File: src/rtl/y_writeback_pkg.sv
// Shared constants for the y_writeback output stage.
// State encoding, default widths/base address and an index-width helper.
package y_writeback_pkg;

  localparam logic [1:0] ST_CAPTURE = 2'd0;
  localparam logic [1:0] ST_WRITE   = 2'd1;
  localparam logic [1:0] ST_DONE    = 2'd2;

  localparam int DEF_DATA_WIDTH = 32;
  localparam int DEF_ADDR_WIDTH = 32;
  localparam logic [31:0] DEF_OUTPUT_BASE = 32'h0000_3000;

  // Counter width for a bound, never below one bit.
  function automatic int idx_width(input int bound);
    return (bound > 1) ? $clog2(bound) : 1;
  endfunction

endpackage

File: src/rtl/y_row_buffer.sv
// Row buffer holding M systolic output rows of K words each.
// One synchronous write port, one combinational word-select read port.
module y_row_buffer
  import y_writeback_pkg::*;
#(
  parameter int M          = 12,
  parameter int K          = 5,
  parameter int DATA_WIDTH = DEF_DATA_WIDTH,
  localparam int RW        = idx_width(M),
  localparam int KW        = idx_width(K)
) (
  input  logic                    clk,
  input  logic                    we,
  input  logic [RW-1:0]           waddr,
  input  logic [DATA_WIDTH*K-1:0] wdata,
  input  logic [RW-1:0]           raddr,
  input  logic [KW-1:0]           rsel,
  output logic [DATA_WIDTH-1:0]   rdata
);

  logic [K-1:0][DATA_WIDTH-1:0] mem [M];

  // Store a whole row; contents need no reset.
  always_ff @(posedge clk) begin
    if (we) begin
      mem[waddr] <= wdata;
    end
  end

  assign rdata = mem[raddr][rsel];

endmodule

File: src/rtl/y_writeback.sv
// Captures M output rows, then writes them filter-major to memory.
// Define Y_WRITEBACK_RELU_EN to clamp negative words to zero on write.
module y_writeback
  import y_writeback_pkg::*;
#(
  parameter int M          = 12,
  parameter int K          = 5,
  parameter int DATA_WIDTH = DEF_DATA_WIDTH,
  parameter int ADDR_WIDTH = DEF_ADDR_WIDTH,
  parameter logic [ADDR_WIDTH-1:0] OUTPUT_BASE =
    ADDR_WIDTH'(DEF_OUTPUT_BASE)
) (
  input  logic                    clk,
  input  logic                    rst,
  input  logic [DATA_WIDTH*K-1:0] Y,
  input  logic                    valid,
  output logic [ADDR_WIDTH-1:0]   addr_wr,
  output logic [DATA_WIDTH-1:0]   data_wr,
  output logic                    mem_wr_en,
  output logic                    done
);

  localparam int RW = idx_width(M);
  localparam int KW = idx_width(K);
  localparam logic [RW-1:0] ROW_LAST = RW'(M - 1);
  localparam logic [KW-1:0] FLT_LAST = KW'(K - 1);

  logic [1:0]            state;
  logic [RW-1:0]         row_cnt;
  logic [RW-1:0]         cur_j;
  logic [RW-1:0]         nxt_j;
  logic [KW-1:0]         cur_i;
  logic [KW-1:0]         nxt_i;
  logic                  buf_we;
  logic                  wr_last;
  logic [DATA_WIDTH-1:0] rd_word;
  logic [DATA_WIDTH-1:0] src_word;
  logic [DATA_WIDTH-1:0] out_word;
  logic [ADDR_WIDTH-1:0] nxt_addr;

  assign buf_we  = (state == ST_CAPTURE) && valid;
  assign wr_last = (cur_i == FLT_LAST) && (cur_j == ROW_LAST);

  y_row_buffer #(
    .M          (M),
    .K          (K),
    .DATA_WIDTH (DATA_WIDTH)
  ) u_buf (
    .clk   (clk),
    .we    (buf_we),
    .waddr (row_cnt),
    .wdata (Y),
    .raddr (nxt_j),
    .rsel  (nxt_i),
    .rdata (rd_word)
  );

  // Index of the word to register next; restarts at 0 outside WRITE.
  always_comb begin
    nxt_i = cur_i;
    nxt_j = cur_j + RW'(1);
    if (state != ST_WRITE) begin
      nxt_i = '0;
      nxt_j = '0;
    end else if (cur_j == ROW_LAST) begin
      nxt_i = cur_i + KW'(1);
      nxt_j = '0;
    end
  end

  // Single-row tiles: row 0 is still being stored, so bypass the buffer.
  always_comb begin
    src_word = rd_word;
    if (M == 1 && state == ST_CAPTURE) begin
      src_word = Y[DATA_WIDTH-1:0];
    end
`ifdef Y_WRITEBACK_RELU_EN
    out_word = src_word[DATA_WIDTH-1] ? '0 : src_word;
`else
    out_word = src_word;
`endif
    nxt_addr = OUTPUT_BASE
             + ADDR_WIDTH'(nxt_i) * ADDR_WIDTH'(M)
             + ADDR_WIDTH'(nxt_j);
  end

  // Capture rows, then stream one registered write per cycle.
  always_ff @(posedge clk or posedge rst) begin
    if (rst) begin
      state     <= ST_CAPTURE;
      row_cnt   <= '0;
      cur_i     <= '0;
      cur_j     <= '0;
      mem_wr_en <= 1'b0;
      done      <= 1'b0;
      addr_wr   <= '0;
      data_wr   <= '0;
    end else begin
      case (state)
        ST_CAPTURE: begin
          if (valid) begin
            if (row_cnt == ROW_LAST) begin
              row_cnt   <= '0;
              state     <= ST_WRITE;
              cur_i     <= '0;
              cur_j     <= '0;
              mem_wr_en <= 1'b1;
              addr_wr   <= nxt_addr;
              data_wr   <= out_word;
            end else begin
              row_cnt <= row_cnt + RW'(1);
            end
          end
        end
        ST_WRITE: begin
          if (wr_last) begin
            state     <= ST_DONE;
            mem_wr_en <= 1'b0;
            done      <= 1'b1;
          end else begin
            cur_i   <= nxt_i;
            cur_j   <= nxt_j;
            addr_wr <= nxt_addr;
            data_wr <= out_word;
          end
        end
        ST_DONE: begin
          mem_wr_en <= 1'b0;
          done      <= 1'b1;
        end
        default: begin
          state     <= ST_CAPTURE;
          mem_wr_en <= 1'b0;
        end
      endcase
    end
  end

endmodule

File: config.mk
export PLATFORM = sky130hd
export DESIGN_NAME = y_writeback
export DESIGN_NICKNAME = d
export VERILOG_FILES = /design/src/rtl/y_writeback_pkg.sv /design/src/rtl/y_row_buffer.sv /design/src/rtl/y_writeback.sv
export SDC_FILE = /design/constraint.sdc
export NUM_CORES = 2
export LEC_CHECK = 0
export BUFFER_PORTS_ARGS = -buffer_cell sky130_fd_sc_hd__buf_2
export CORE_MARGIN = 5
export CORE_UTILIZATION = 47
export CTS_BUF_LIST = sky130_fd_sc_hd__clkbuf_2 sky130_fd_sc_hd__clkbuf_4 sky130_fd_sc_hd__clkbuf_8
export CTS_CLUSTER_DIAMETER = 80
export DETAILED_ROUTE_END_ITERATION = 10
export MAX_ROUTING_LAYER = met4
export PLACE_DENSITY = 0.67
export SLEW_MARGIN = 20
export SYNTH_ARGS = -nofsm -noshare
export SYNTH_HDL_FRONTEND = slang
export SYNTH_SLANG_ARGS = --single-unit
export TNS_END_PERCENT = 10
File: constraint.sdc
create_clock -name clk -period 24.7 [get_ports clk]
set_clock_uncertainty 0.1 [all_clocks]
set_input_delay 3.705 -clock clk [delete_from_list [all_inputs] [get_ports clk]]
set_output_delay 3.705 -clock clk [all_outputs]
set_load 0.005 [all_outputs]
==> results.yml <==
clocking:
  cts_hold_buf: 0
  postCtsSetupRepairBufs: 0
  cts_tree: "built"
  cts_resized: 0
  clk_latency_ns: 0.99
  cts_num_sinks: 1976
  cts_buffers: 313
  htree_levels: 5
  cts_max_path_buffers: 4
  cts_root_buf: "clkbuf_8"
  cts.clk_slew.worst_paths_ns: 0.06
die:
  die_w_um: 412
  rows: 147
  start_util_pct: 47.2
  coreArea_um2: 160000
  fp.dieH_um: 412
  die_area_um2: 169000
  ioPinCount: 229
routing:
  routedWlPerCell_um: 28.8
  wirelength_um: 188000
  ant_nets: 0
  drc: 0
  vias: 38792
  vias_per_cell: 5.95
  drt_iter0_drc: 4559
  drtPass1Iterations: 5
timing:
  timing.final.ws_setup_ns: 17.66
  report.final.hold_viol_count: 0
  rsz0062_at_grt: "false"
  period_share_pct: 28.5
  setup_violations: 0
  fin_setup_tns_ns: 0
  worstMarginPinSlew_ns: 1.10
  max_freq_mhz: 142
  slew_viol_final: 0
  slew_headroom_pct: 26.6
  finalCriticalPeriod_ns: 7.04
global_route:
  use_met2_pct: 33.7
  use_met1_pct: 31.8
  antenna_found_initial: 72
  grt_pass1_wl_um: 272000
  grtUsageMet3_pct: 6.26
  top_usage_layer: "met2"
  grt_max_degree: 136
  grt_pass1_vias: 38678
  globalRoute.totalOverflow: 0
  grt_util_all_layers_pct: 22.8
run:
  cap_violations: 0
outcome:
  status: "completed"
logic_synthesis:
  syn-cell-area_um2: 75800
  syn_inst: 3755
  synth.area.top_cells: "edfxtp_1, mux4_2, dfrtp_1"
  async_flop_share_pct: 2.83
  ys_seq_area_share_pct: 77.9
  synth_seq_cells: 1976
  synth-edff-count: 1920
  postSynthAreaPerCell_um2: 20.2
  yosys.area.top_type: "edfxtp_1"
  synth-main-ff-cell: "edfxtp_1"
  yosys.area.top_type_share_pct: 76.1
  synth_cell_types: 60
  ys_warn_count: 0
  netlist_top_cells_count: "edfxtp_1, mux4_2, nand2_1"
  synth_most_common_cell: "edfxtp_1"
worst_hold_path:
  min_from: "cur_j[1]$_DFFE_PP0P_"
  hp-class: "reg2reg"
  hold_end: "cur_j[1]$_DFFE_PP0P_"
  hold_path_depth: 2
place:
  port_buffers: 206
  pre_cts_ws_ns: 16.70
  dp_hpwl_um: 105000
  place_congestion: 0.829
worst_setup_path:
  reg2reg_from: "cur_j[0]$_DFFE_PP0P_"
  crit_type: "in2reg"
  cp.arrival_ns: 7.81
  crit_buf_inv: 5
  critPathMaxFanout: 100
  cp_cell_sequence: "buf_2 -> nor3b_1 -> nand2b_1 -> inv_8 -> nor2_4 -> buf_4 -> inv_2 -> buf_4 -> nand2_1 -> o21ai_1 -> a21oi_1"
  rr_endpoint: "data_wr[13]$_DFFE_PP0P_"
  cp.depth: 11
  endpoint_kind: "register"
  crit_family: "simple AND/OR/NAND/NOR gates"
  timing.critical_path.mode_cell: "buf_4"
  cp_slowest_stage_delay_ns: 0.77
  worst_path_max_delay_cell: "nand2_1"
  required_ns: 25.47
  crit_path_start_kind: "input pin"
  r2r_cells: 12
  r2r_slack_ns: 18.97
final_layout:
  drive_gt1_share_pct: 26.9
  syn2layout_area_growth_pct: 12.3
  nets: 4299
  n_fill_cell: 12458
pwr:
  leakagePower_nw: 27.6
  powerDensity_nw_per_um2: 113
  ir_drop_mv: 0.0994
==> stage by stage <==
stage	instances	total power, W	hold WS [ns]	area (um^2)	utilization, %
floorplan	3776	0.00603	0.363	75800	-
global placement	5966	0.00700	0.391	79100	49.3
detailed placement	5966	0.00700	0.402	79100	49.3
CTS	6489	0.00966	0.416	85000	53.0
global route	6517	0.0100	0.477	85100	53.1
finish	6520	0.00959	0.417	85100	53.1
==> sequential cells by signal, summed over array words and instances (netlist names) <==
register / cells
addr_wr: 9
cur_j: 4
done: 1
row_cnt: 4
state: 2
u_buf.mem: 1920
mem_wr_en: 1
data_wr: 32
cur_i: 3
==> worst register-to-register path, stage by stage, from the launching register on <==
cell	delay (ns)
dfrtp_1	0.42
ha_1	0.25
and3b_1	0.40
or3_4	0.54
buf_12	0.53
buf_4	0.96
buf_4	0.68
mux4_2	0.62
mux2i_1	0.27
o22ai_1	0.16
a311o_1	0.42
o21ai_1	0.14
a21oi_1	0.10
==> layer usage <==
layer / vias up / share of wire (%)
met5: - / 0
met4: 0 / 2.1
met3: 326 / 11
met2: 2052 / 47
met1: 20243 / 41
li1: 16171 / -
==> how the worst max path moves through the flow <==
| stage | from | to | slack [ns] |
|---|---|---|---|
| finish | valid | data_wr[18]$_DFFE_PP0P_ | 17.66 |
| CTS | valid | data_wr[18]$_DFFE_PP0P_ | 17.79 |
| floorplan | valid | u_buf.mem[3][0]$_DFFE_PP_ | 12.80 |
| global route | valid | data_wr[18]$_DFFE_PP0P_ | 17.45 |
| detailed placement | valid | data_wr[17]$_DFFE_PP0P_ | 16.70 |
| global placement | valid | data_wr[3]$_DFFE_PP0P_ | 16.90 |
==> power breakdown <==
part	switching (W)	internal [W]
sequential	0.000105	0.00384
combinational	0.00178	0.00120
clock	0.00120	0.00146
==> cells in the final DEF (no fill, tap or decap), types with 30 or more instances in the layout <==
cell,count
nand3_1,125
a32oi_1,53
diode_2,30
nand2_1,365
o21ai_0,70
mux4_2,387
nor2_1,83
buf_4,52
buf_2,206
edfxtp_1,1920
clkbuf_8,326
a21oi_1,45
clkinv_1,52
clkbuf_4,117
mux2i_1,120
o211ai_1,66
dfrtp_1,56
==> cell type report <==
| type | count | area [um^2] | share of cell area [%] |
|---|---|---|---|
| antenna | 30 | 75.1 | 0.0882 |
| sequential | 1976 | 59100 | 69.4 |
| inverter | 11 | 56.3 | 0.0662 |
| tap | 2160 | 2700 | 3.18 |
| clock buffer | 443 | 5370 | 6.30 |
| timing repair buffer | 269 | 1650 | 1.94 |
| multi-input combinational | 1551 | 15700 | 18.4 |
| clock inverter | 80 | 531 | 0.623 |
==> kinds of logic after synthesis <==
kind of cell    count (synthesis)  synth area share [%]
compound gates                371                  3.44
buf+inv                       249                  1.67
xor+xnor                        7                0.0809
fa+ha+maj                      14                 0.251
other cells                     1               0.00495
flops                        1976                  77.9
simple gates                  629                  3.50
mux                           508                  13.1
(Power assumes the default switching activity.)
